[src/rtl/rgb_fade_ctrl_if.sv]
// Bus between the encoder target registers / PWM period counter and the
// fade sequencer, plus read-only debug taps of the sequencer state.
interface rgb_fade_ctrl_if #(
  parameter int WIDTH = 8
);
  // Handshake: there is no valid/ready pair. Targets are level-sampled and
  // period_end is a one-cycle strobe. The three levels are always valid;
  // load strobes for one cycle when they have just been committed together.
  logic             enable;
  logic             period_end;
  logic [WIDTH-1:0] target0;
  logic [WIDTH-1:0] target1;
  logic [WIDTH-1:0] target2;
  logic [WIDTH-1:0] level0;
  logic [WIDTH-1:0] level1;
  logic [WIDTH-1:0] level2;
  logic             load;
  logic             busy;
  // Sequencer state: 0 IDLE, 1 STEP0, 2 STEP1, 3 STEP2, 4 COMMIT.
  logic [2:0]       dbg_state;
  logic [15:0]      dbg_pcnt;

  modport master (
    output enable, period_end, target0, target1, target2,
    input  level0, level1, level2, load, busy, dbg_state, dbg_pcnt
  );

  modport slave (
    input  enable, period_end, target0, target1, target2,
    output level0, level1, level2, load, busy, dbg_state, dbg_pcnt
  );
endinterface

[src/rtl/rgb_fade_ctrl.sv]
// Ramps three PWM duties toward their targets by at most STEP every DIV PWM
// periods, using one shared step unit and committing all three on a period wrap.
module rgb_fade_ctrl #(
  parameter int WIDTH = 8,
  parameter int STEP  = 4,
  parameter int DIV   = 16
) (
  input  logic           clk,
  input  logic           reset_n,
  rgb_fade_ctrl_if.slave bus
);

  typedef enum logic [2:0] {
    S_IDLE   = 3'd0,
    S_STEP0  = 3'd1,
    S_STEP1  = 3'd2,
    S_STEP2  = 3'd3,
    S_COMMIT = 3'd4
  } state_t;

  localparam logic [15:0]  DIV_M1 = 16'(DIV - 1);
  localparam logic [WIDTH:0] STEP_X = STEP[WIDTH:0];

  state_t           r_state;
  logic [15:0]      r_pcnt;
  logic             r_load;
  logic [WIDTH-1:0] r_level0, r_level1, r_level2;
  logic [WIDTH-1:0] r_nxt0, r_nxt1, r_nxt2;

  logic             w_tick;
  logic [WIDTH-1:0] w_sel_level;
  logic [WIDTH-1:0] w_sel_target;
  logic [WIDTH:0]   w_diff;
  logic [WIDTH:0]   w_mag;
  logic [WIDTH:0]   w_amt;
  logic             w_up;
  logic             w_dn;
  logic [WIDTH-1:0] w_next;

  assign w_tick = bus.period_end & bus.enable & (r_pcnt == DIV_M1);

  // Shared step unit: the STEPn state selects which channel it serves.
  always_comb begin
    w_sel_level  = r_level0;
    w_sel_target = bus.target0;
    case (r_state)
      S_STEP1: begin
        w_sel_level  = r_level1;
        w_sel_target = bus.target1;
      end
      S_STEP2: begin
        w_sel_level  = r_level2;
        w_sel_target = bus.target2;
      end
      default: begin
        w_sel_level  = r_level0;
        w_sel_target = bus.target0;
      end
    endcase
  end

  // The amount is clamped to the distance, so the result cannot overshoot
  // the target nor wrap past either end of the range.
  always_comb begin
    w_diff = {1'b0, w_sel_target} - {1'b0, w_sel_level};
    w_dn   = w_diff[WIDTH];
    w_up   = ~w_diff[WIDTH] & (w_diff != '0);
    w_mag  = w_dn ? ({1'b0, w_sel_level} - {1'b0, w_sel_target}) : w_diff;
    w_amt  = (w_mag < STEP_X) ? w_mag : STEP_X;
    w_next = w_sel_level;
    if (w_up) begin
      w_next = w_sel_level + w_amt[WIDTH-1:0];
    end else if (w_dn) begin
      w_next = w_sel_level - w_amt[WIDTH-1:0];
    end
  end

  always_ff @(posedge clk or negedge reset_n) begin
    if (!reset_n) begin
      r_state  <= S_IDLE;
      r_pcnt   <= '0;
      r_load   <= 1'b0;
      r_level0 <= '0;
      r_level1 <= '0;
      r_level2 <= '0;
      r_nxt0   <= '0;
      r_nxt1   <= '0;
      r_nxt2   <= '0;
    end else begin
      r_load <= 1'b0;
      if (!bus.enable) begin
        // Dropping enable abandons any half-built update; levels hold.
        r_state <= S_IDLE;
        r_pcnt  <= '0;
      end else begin
        if (bus.period_end) begin
          r_pcnt <= (r_pcnt == DIV_M1) ? 16'd0 : r_pcnt + 16'd1;
        end
        case (r_state)
          S_IDLE: begin
            if (w_tick) r_state <= S_STEP0;
          end
          S_STEP0: begin
            r_nxt0  <= w_next;
            r_state <= S_STEP1;
          end
          S_STEP1: begin
            r_nxt1  <= w_next;
            r_state <= S_STEP2;
          end
          S_STEP2: begin
            r_nxt2  <= w_next;
            r_state <= S_COMMIT;
          end
          S_COMMIT: begin
            // Commit only on a wrap so no PWM sees a mid-period duty change.
            if (bus.period_end) begin
              r_level0 <= r_nxt0;
              r_level1 <= r_nxt1;
              r_level2 <= r_nxt2;
              r_load   <= 1'b1;
              r_state  <= S_IDLE;
            end
          end
          default: r_state <= S_IDLE;
        endcase
      end
    end
  end

  assign bus.level0    = r_level0;
  assign bus.level1    = r_level1;
  assign bus.level2    = r_level2;
  assign bus.load      = r_load;
  assign bus.dbg_state = r_state;
  assign bus.dbg_pcnt  = r_pcnt;
  assign bus.busy      = (r_state != S_IDLE) |
                         (r_level0 != bus.target0) |
                         (r_level1 != bus.target1) |
                         (r_level2 != bus.target2);

endmodule
[src/flat_wrapper.sv]
// flat-port wrapper written by rule: the top's interface ports become plain ports
module rgb_fade_ctrl_flat 
#(
  parameter int WIDTH = 8,
  parameter int STEP  = 4,
  parameter int DIV   = 16
)
  (clk, reset_n, bus_enable, bus_period_end, bus_target0, bus_target1, bus_target2, bus_level0, bus_level1, bus_level2, bus_load, bus_busy, bus_dbg_state, bus_dbg_pcnt);
  rgb_fade_ctrl_if #(.WIDTH(WIDTH)) bus_i ();
  input  logic clk;
  input  logic reset_n;
  input wire logic [$bits(bus_i.enable)-1:0] bus_enable;
  input wire logic [$bits(bus_i.period_end)-1:0] bus_period_end;
  input wire logic [$bits(bus_i.target0)-1:0] bus_target0;
  input wire logic [$bits(bus_i.target1)-1:0] bus_target1;
  input wire logic [$bits(bus_i.target2)-1:0] bus_target2;
  output wire logic [$bits(bus_i.level0)-1:0] bus_level0;
  output wire logic [$bits(bus_i.level1)-1:0] bus_level1;
  output wire logic [$bits(bus_i.level2)-1:0] bus_level2;
  output wire logic [$bits(bus_i.load)-1:0] bus_load;
  output wire logic [$bits(bus_i.busy)-1:0] bus_busy;
  output wire logic [$bits(bus_i.dbg_state)-1:0] bus_dbg_state;
  output wire logic [$bits(bus_i.dbg_pcnt)-1:0] bus_dbg_pcnt;
  assign bus_i.enable = bus_enable;
  assign bus_i.period_end = bus_period_end;
  assign bus_i.target0 = bus_target0;
  assign bus_i.target1 = bus_target1;
  assign bus_i.target2 = bus_target2;
  assign bus_level0 = bus_i.level0;
  assign bus_level1 = bus_i.level1;
  assign bus_level2 = bus_i.level2;
  assign bus_load = bus_i.load;
  assign bus_busy = bus_i.busy;
  assign bus_dbg_state = bus_i.dbg_state;
  assign bus_dbg_pcnt = bus_i.dbg_pcnt;
  rgb_fade_ctrl #(.WIDTH(WIDTH), .STEP(STEP), .DIV(DIV)) u_core (.clk(clk), .reset_n(reset_n), .bus(bus_i));
endmodule
[config.mk]
export PLATFORM = sky130hd
export DESIGN_NAME = rgb_fade_ctrl_flat
export DESIGN_NICKNAME = d
export VERILOG_FILES = /design/src/rtl/rgb_fade_ctrl_if.sv /design/src/rtl/rgb_fade_ctrl.sv /design/src/flat_wrapper.sv
export SDC_FILE = /design/constraint.sdc
export NUM_CORES = 1
export LEC_CHECK = 0
export CELL_PAD_IN_SITES_DETAIL_PLACEMENT = 1
export CELL_PAD_IN_SITES_GLOBAL_PLACEMENT = 1
export CORE_UTILIZATION = 38
export DETAILED_ROUTE_END_ITERATION = 10
export PLACE_DENSITY = 0.83
export RECOVER_POWER = 50
export SYNTH_ARGS = -nofsm -noshare
export SYNTH_HDL_FRONTEND = slang
export SYNTH_SLANG_ARGS = --single-unit
[constraint.sdc]
create_clock -name clk -period 5.2 [get_ports clk]
set_clock_uncertainty 0.2 [all_clocks]
set_input_delay 1.56 -clock clk [delete_from_list [all_inputs] [get_ports clk]]
set_output_delay 1.56 -clock clk [all_outputs]
set_load 0.005 [all_outputs]
* Word level (Yosys, flattened, before mapping)
Cells that the tools add are included.
** Word-level totals
- Bits in registers :: 68
- Bits in read-only memories :: 0
- Latch bits :: 0
- Input bits :: 28
- Memories kept :: 0
- RAM bits :: 0
- Word-level logic and storage cells :: 57
** Operators by class
- Shifts and indexed selects :: 0
- Equal/unequal tests :: 11
- Multipliers :: 0
- Bitwise operators :: 7
- Order comparisons :: 1
- Muxes and demuxes :: 16
- Reduce and logical (&&, ||, !) cells :: 8
- Div/mod/pow operators :: 0
- Add/sub/neg operators :: 5
** Operator list (count)
- $mux 16 :: 3
- $pmux 8 s2 :: 2
- $mux 8 :: 3
- $ne 8x8->1 :: 3
- $sub 8x8->9 :: 2
- $add 16x1->16 const B :: 1
- $eq 16x4->1 const B :: 1
- $pmux 3 s5 :: 1
- $lt 9x3->1 const B :: 1
- $mux 3 :: 3
- $mux 9 :: 1
- $reduce_bool 9->1 :: 1
- $add 8x8->8 :: 1
- $reduce_and 2->1 :: 4
- $sub 8x8->8 :: 1
- $eq 3x2->1 const B :: 2
- $and 1x1->1 :: 3
- $eq 3x1->1 const B :: 1
- $eq 3x3->1 const B :: 1
- $logic_not 3->1 :: 1
- $mux 1 :: 3
- $ne 3x2->1 const B :: 1
- $ne 3x3->1 const B :: 1
- $or 1x1->1 :: 3
- other kinds (4) :: 4

* Longest topological paths before layout
- Word-level depth :: 9
- Gate-level depth with buffers :: 28
- Depth with buffers taken out :: 23

* Worst setup path after synthesis
Ideal clock, no wire load.
- Path kind :: input-to-reg
- Start :: input bus_target2[1]
- End :: register u_core.r_nxt0[7]
- Data required time :: 4.868 ns
- Path buffers :: 1
- Arrival :: 5.477 ns
- Slack :: -0.610 ns
- Stages :: 20
- Cell sequence :: mux2i_1 -> o21ai_0 -> inv_1 -> ha_1 -> nand3b_1 -> a21oi_2 -> or4_4 -> a211oi_4 -> nand2_1 -> o31a_2 -> or2_2 -> ha_1 -> clkbuf_1 -> a21oi_1 -> nand2_1 -> a221oi_1 -> a221o_1 -> a22oi_1 -> xnor2_1 -> o21ai_0
** Between the ends
- Longest elaborated chain between the ends :: 8
- Elaborated cells between the ends (all ways) :: 13
** RTL lines
- start, declared :: RTL line flat_wrapper.sv:16 : input wire logic [$bits(bus_i.target2)-1:0] bus_target2;
- $pmux 8 s2 (*) :: RTL line rgb_fade_ctrl.sv:46 : case (r_state)
- $sub 8x8->9 (on tied branches) :: RTL line rgb_fade_ctrl.sv:65, rgb_fade_ctrl.sv:68
- $mux 9 :: RTL line rgb_fade_ctrl.sv:68 : w_mag = w_dn ? ({1'b0, w_sel_level} - {1'b0, w_sel_target}) : w_diff;
- $lt 9x3->1 :: RTL line rgb_fade_ctrl.sv:69 : w_amt = (w_mag < STEP_X) ? w_mag : STEP_X;
- $mux 8 :: RTL line rgb_fade_ctrl.sv:69
- $sub 8x8->8 :: RTL line rgb_fade_ctrl.sv:74 : w_next = w_sel_level - w_amt[WIDTH-1:0];
- $mux 8 :: RTL line rgb_fade_ctrl.sv:73 : end else if (w_dn) begin
- $mux 8 (*) :: RTL line rgb_fade_ctrl.sv:71 : if (w_up) begin
- end signal, assigned :: RTL line rgb_fade_ctrl.sv:104 : r_nxt0 <= w_next;
- end, declared :: RTL line rgb_fade_ctrl.sv:28 : logic [WIDTH-1:0] r_nxt0, r_nxt1, r_nxt2;
Mark *: on every way between the ends. The rest lies on a longest branch, timed or not.
A chain may end at the register's enable or synchronous reset.

* Final worst setup path
- Start :: input bus_target2[7]
- End :: register u_core.r_nxt2[5]
** Between the ends
- Longest elaborated chain between the ends :: 8
- Elaborated cells between the ends (all ways) :: 13
** RTL lines
- $pmux 8 s2 (*) :: RTL line rgb_fade_ctrl.sv:46
- $sub 8x8->9 (on tied branches) :: RTL line rgb_fade_ctrl.sv:65, rgb_fade_ctrl.sv:68
- $mux 9 :: RTL line rgb_fade_ctrl.sv:68
- $lt 9x3->1 :: RTL line rgb_fade_ctrl.sv:69
- $mux 8 :: RTL line rgb_fade_ctrl.sv:69
- $sub 8x8->8 :: RTL line rgb_fade_ctrl.sv:74
- $mux 8 :: RTL line rgb_fade_ctrl.sv:73
- $mux 8 (*) :: RTL line rgb_fade_ctrl.sv:71
- end signal, assigned :: RTL line rgb_fade_ctrl.sv:112 : r_nxt2 <= w_next;
- end, declared :: RTL line rgb_fade_ctrl.sv:28
Marks and branches as above.

==> results.txt <==
status - finished, violations left
failing checks - capacitance limit, slew limit, setup timing
routed vias/inst - 5.70
Congestion Overflow GR - 0
VDD IR max - 0.164 mV
RR Startpoint - u_core.bus.dbg_state[0]
share of layout cells above drive strength 1 - 0.399
Synth Instances - 543
number of global-route vias before repair - 5641
number of synthesized flops with an enable pin - 0
FFs w/ async S/R, synth - 1.00
routed length per instance - 24.5 um
hold path startpoint - u_core.r_nxt1[1]
drt initial violations - 282
Pwr per Cell Area - 203 nW/um^2
Slew @ Worst Pin - 1.94 ns
# nets final - 804
Skew-Pair Late Insertion Delay - 0.35 ns
chip width - 117 um
synth-to-layout area growth - 55.1%
ranking of synthesized cells by area - dfrtp_1 34%, ha_1 7.8%, mux2_2 6.8%, o21ai_0 4.8%, xnor2_1 4.0%
Root Driver - clkbuf_16
Initial Util - 0.392
Via Count - 5233
number of synthesis warnings - 0
clock sink count - 68
# setup viols final - 21
unrepaired setup endpoints after global routing - true
hold path endpoint - u_core.r_nxt1[1]
Avg Cell Area, Syn - 9.18 um^2
Ports - 73
Slew HR - -0.292
startpoint types - input port
R2R cell count - 24
worst slack at placement - -1.54 ns
Final Max Slew Viols - 36
post-synthesis sequential area ratio - 0.341
Antenna Diode Count - 0
critical path arrival - 5.77 ns
core area - 12700 um^2
CTS tree - yes
Static Leak - 3.53 nW
Final period util - 1.10
top-count cell post-synth - dfrtp_1
Placer Congestion - 0.920
Critical Path RT - 5.25 ns
Setup crit end kind - register
Commonest cells post-synth - 68 x dfrtp_1, 51 x nand2_1, 48 x o21ai_0
Fmax - 0.175 GHz
fin worst setup slack - -0.523 ns
DRC errors left - 0
hold path depth - 2
Yosys cell types - 66
CTS Buf Count - 9
synthesized flop and latch total - 68
setup slack, reg-to-reg - -0.52 ns
dpl cells - 875
hpwl dp - 14600 um
final number of hold-violating endpoints - 0
I/O Buffers - 72
row count - 41
Tot Pwr - 1.57 mW
CP Class - input port to register
GRT Resource Usage Total - 0.341
die area - 13600 um^2
initial antenna violation count - 0
Clock Tree Buf Depth - 2
fin cells - 918
Hold Buf Count CTS - 0
clock-pin slew on the worst setup and hold paths - 0.06 ns
H-Tree Depth - 3
proportion of netlist area held by the largest area contributor - 0.341
TritonRoute pass-1 iters - 4
Hold Path Class - register to register
drt total wl - 22500 um
Post-synth top flop - dfrtp_1
top cell type by total area after synthesis - dfrtp_1
worst r2r dst - u_core.r_nxt2[5]
MaxCap Viol Count - 1
wire length of the first global-routing pass - 33400 um
pin count of the biggest net entering global routing - 36
Final Critical Period - 5.72 ns
Mapped Area - 4980 um^2
CP max FO - 4
Final ANT Viol Nets - 0
Die Ht - 117 um
-- worst max path at each step --
stage	from	to	slack, ns
CTS	bus_target2[5]	u_core.r_nxt0[5]	-0.59
finish	bus_target2[7]	u_core.r_nxt2[5]	-0.52
detailed placement	bus_target1[0]	u_core.r_nxt0[6]	-1.54
floorplan	bus_target2[2]	u_core.r_nxt0[7]	-0.39
global route	u_core.bus.dbg_state[0]	u_core.r_nxt2[5]	-0.70
global placement	bus_target1[0]	u_core.r_nxt0[7]	-1.17
-- per-layer routing --
layer	wire length (um)	up-vias	global-route usage
li1	-	2306	-
met2	11300	204	0.574
met3	1070	86	0.0566
met5	0	-	0
met1	8750	2637	0.405
met4	1410	0	0.220
-- per-stage QoR --
stage               hold WS, ns  cell area (um^2)   util  setup TNS, ns
detailed placement        0.275              6720  0.529         -27.43
global route              0.313              7730  0.607          -9.67
global placement          0.258              6720  0.529         -22.38
finish                    0.297              7730  0.607          -6.04
CTS                       0.291              7540  0.592          -5.69
floorplan                 0.244              5110      -          -2.62
-- sequential cells by signal, indices dropped and copies added (netlist names) --
register / flops
u_core.r_nxt0: 8
u_core.bus.dbg_state: 3
u_core.bus.level2: 8
u_core.bus.load: 1
u_core.r_nxt2: 8
u_core.bus.level1: 8
u_core.r_nxt1: 8
u_core.bus.dbg_pcnt: 16
u_core.bus.level0: 8
-- cell usage in the layout (no fill, tap or decap), types with 9 or more instances in the layout --
cell type / n
buf_4: 126
dfrtp_1: 67
nand2_1: 48
clkdlybuf4s50_1: 39
nor2_1: 33
o21ai_0: 26
mux2_2: 25
inv_1: 21
o21ai_2: 20
xor2_1: 19
xnor2_1: 18
mux2i_1: 16
ha_1: 16
a21oi_1: 15
a21oi_2: 14
ha_4: 14
nand4_1: 12
clkbuf_16: 9
clkbuf_2: 9
-- kinds of logic after synthesis --
kind of cell             share of synthesized area
buffers and inverters                       0.0442
multiplexers                                 0.111
other                                      0.00151
flip-flops                                   0.341
AO/OA/AOI/OAI                                0.165
AND/OR/NAND/NOR                              0.167
XOR/XNOR                                    0.0756
adder cells (fa/ha/maj)                     0.0939
-- area by class of cell --
type	count	area, um^2
fill	1456	4990
multi-input combinational	430	3690
sequential	68	1700
timing repair buffer	206	1690
clock buffer	10	239
tap	172	215
inverter	26	100
clock inverter	6	87.6
-- power breakdown --
part,switching [mW],internal [mW]
clock,0.250,0.433
sequential,0.0198,0.553
combinational,0.168,0.147
-- critical path, cell delays in order --
cell,delay (ns)
clkdlybuf4s15_1,0.20
mux2i_2,0.24
o21ai_2,0.12
ha_4,0.31
buf_6,0.11
nand4_1,0.18
a21oi_4,0.24
nor2_4,0.06
mux2i_1,0.17
xor2_1,0.21
o2111ai_2,0.19
or3_4,0.41
ha_4,0.22
nor2b_4,0.12
o311a_1,0.30
buf_4,0.14
o21a_1,0.21
o21a_1,0.20
o21ai_2,0.17
o221ai_4,0.16
o21ai_2,0.22
-- timing repair --
item,4_1_cts,5_1_grt
endpoints found under the setup margin,25,21
gates resized for setup,136,46
pin swaps,60,56
hold endpoints to repair,0,0
setup buffers,22,8
(Power assumes the default switching activity.)
==> patch: new RTL, config.mk and constraints unchanged <==
`WIDTH` is set to 8 in 3 places; all go to 6.
--- a/src/rtl/rgb_fade_ctrl_if.sv
+++ b/src/rtl/rgb_fade_ctrl_if.sv
@@ -1,7 +1,7 @@
 // Bus between the encoder target registers / PWM period counter and the
 // fade sequencer, plus read-only debug taps of the sequencer state.
 interface rgb_fade_ctrl_if #(
-  parameter int WIDTH = 8
+  parameter int WIDTH = 6
 );
   // Handshake: there is no valid/ready pair. Targets are level-sampled and
   // period_end is a one-cycle strobe. The three levels are always valid;
--- a/src/rtl/rgb_fade_ctrl.sv
+++ b/src/rtl/rgb_fade_ctrl.sv
@@ -1,7 +1,7 @@
 // Ramps three PWM duties toward their targets by at most STEP every DIV PWM
 // periods, using one shared step unit and committing all three on a period wrap.
 module rgb_fade_ctrl #(
-  parameter int WIDTH = 8,
+  parameter int WIDTH = 6,
   parameter int STEP  = 4,
   parameter int DIV   = 16
 ) (
--- a/src/flat_wrapper.sv
+++ b/src/flat_wrapper.sv
@@ -1,7 +1,7 @@
 // flat-port wrapper written by rule: the top's interface ports become plain ports
 module rgb_fade_ctrl_flat 
 #(
-  parameter int WIDTH = 8,
+  parameter int WIDTH = 6,
   parameter int STEP  = 4,
   parameter int DIV   = 16
 )
Interface: changed (6 resized); port bits go from 73 to 61. The function was not compared with the original's and may differ.
==> patch against the unedited design <==
The run ends with max-capacitance violations, max-slew violations left. Design area fell by 27%. Sequential power decreased by 17%. Worst setup slack improved by 550 ps. Sequential cell count shrank 12. Critical endpoint unchanged. First-iteration DRC count fell by 29%. Sequential share of layout area is 3.0 points higher. Synthesized area decreased by 23%. Wire length down 35%. Power is 39% lower.
==> patch: results <==
group,metric,value,unit
run_status,outcome,"finished with violations",
run_status,failed_checks,"max-capacitance violations, max-slew violations",
detailed_routing,wl_per_cell,20.6,um
placement,gp_congestion,0.890,
timing,slew-limit-headroom,-25.5,%
placement,port_buffers,60,
clocking,cts_buffers,5,
pwr,ir_drop,0.176,mV
run,drv_cap,1,
final_layout,n_fill_cell,1125,
clocking,h-tree-depth,2,
final_layout,drive_above_1_share,29.9,%
timing,timing.final.max_slew_violations,36,
clocking,clock_latency,320,ps
grt,grt_max_degree,36,
final_layout,num-nets-final,624,
grt,grt_usage,27.6,%
synth,synth-xor-area-share,6.83,%
placement,hpwl,10100,um
detailed_routing,vias,3933,
synth,synth_common_cells,"91 x nand2_1, 56 x dfrtp_1, 38 x o21ai_0",
clocking,clk_pin_slew,110,ps
detailed_routing,drtIter0Drc,200,
synth,synthMuxAreaShare,4.81,%
synth,synth.area.top_cells,"dfrtp_1 36%, nand2_1 8.9%, ha_1 7.5%",
synth,synth_adder_area_share,9.56,%
synth,synth.distinct_cells,58,
synth,yosysSeqAreaShare,36.4,%
grt,grt_pass1_wl,21900,um
grt,grt_pass1_vias,4183,
clocking,cts-root-buf,"clkbuf_8",
clocking,cts_max_path_buffers,2,
pwr,power_leakage,2.50,nW
synth,synth_compound_area_share,16.0,%
## patch: changes by cell type after synthesis, sizes merged, moves of 10 or more
cell   before  now
dfrtp      68   56
mux2       31    6
o21ai      55   39
inv        26   16
nand2      52   91
xor2       20   10
## patch: final timing paths
path                                          from                     end  slack [ps]  depth (start not counted)
hold reg to reg                   u_core.r_nxt2[1]    u_core.bus.level2[1]         280                          2
setup / recovery                    bus_target2[3]        u_core.r_nxt2[5]          20                         19
min in group asynchronous                  reset_n  u_core.bus.dbg_pcnt[6]        1280                          1
setup reg to reg           u_core.bus.dbg_state[2]        u_core.r_nxt2[5]         190                         18
max in group asynchronous                  reset_n    u_core.bus.level1[1]        1160                          2
hold / removal                    u_core.r_nxt2[1]    u_core.bus.level2[1]         280                          2
## patch: through the flow
stage | cells | power, W | setup slack, ps | TNS [ps] | instance area (um2)
6_report | 709 | 0.000953 | 22.4 | 0 | 5610
2_1_floorplan | 450 | 0.000562 | 30.1 | 0 | 3890
5_1_grt | 709 | 0.000986 | -129 | -827 | 5610
4_1_cts | 705 | 0.000932 | 0.357 | 0 | 5470
3_3_place_gp | 687 | 0.000649 | -766 | -8940 | 5040
3_5_place_dp | 687 | 0.000661 | -1080 | -12820 | 5040
## patch: final cells by class
type                    instances  area, um2  area share, %
clock buffers                   7       86.3           1.54
multi-input cells             359       2740           48.9
flip-flops and latches         56       1400           25.0
inverters                      18       70.1           1.25
repair buffers                135       1130           20.2
well taps                     133        166           2.97
clock inverters                 1       7.51          0.134
## patch: repair_timing
item	CTS	global route
setup buffers	11	5
gates resized for setup	98	58
pin swaps	38	30
setup endpoints to repair	16	13
## patch: logic make-up after synthesis
| group | Yosys count |
|---|---|
| AND/OR/NAND/NOR | 182 |
| AO/OA/AOI/OAI | 99 |
| flip-flops | 56 |
| buffers and inverters | 35 |
| XOR/XNOR | 30 |
| adder cells (fa/ha/maj) | 27 |
| multiplexers | 17 |
| other | 2 |
## patch: report_power, final
part	total (W)	switching, W	internal (W)
clock network	0.000254	0.000145	0.000109
logic	0.000226	0.000119	0.000108
registers	0.000473	0.0000154	0.000457
total	0.000953	0.000279	0.000674
## patch: per-layer routing
layer / part of all wire [%] / vias to the layer above / track usage, %
met5: 0 / - / 0
met4: 2.4 / 0 / 10.2
met3: 2.8 / 31 / 2.92
met2: 51 / 108 / 48.8
met1: 43 / 1991 / 34.8
li1: - / 1803 / -
## patch: critical path, cell delays in order
cell and delay, ps:
buf_2 140, mux2i_1 80, o21ai_1 130, buf_4 140, inv_2 40, ha_4 230, buf_6 140, nor4_4 360
o2111ai_4 180, nor2_2 140, a41oi_2 60, a211o_1 370, ha_4 300, nand3b_1 170, a211oi_2 110, or4_4 540
nor2_4 120, a2111oi_4 80, mux2_4 280
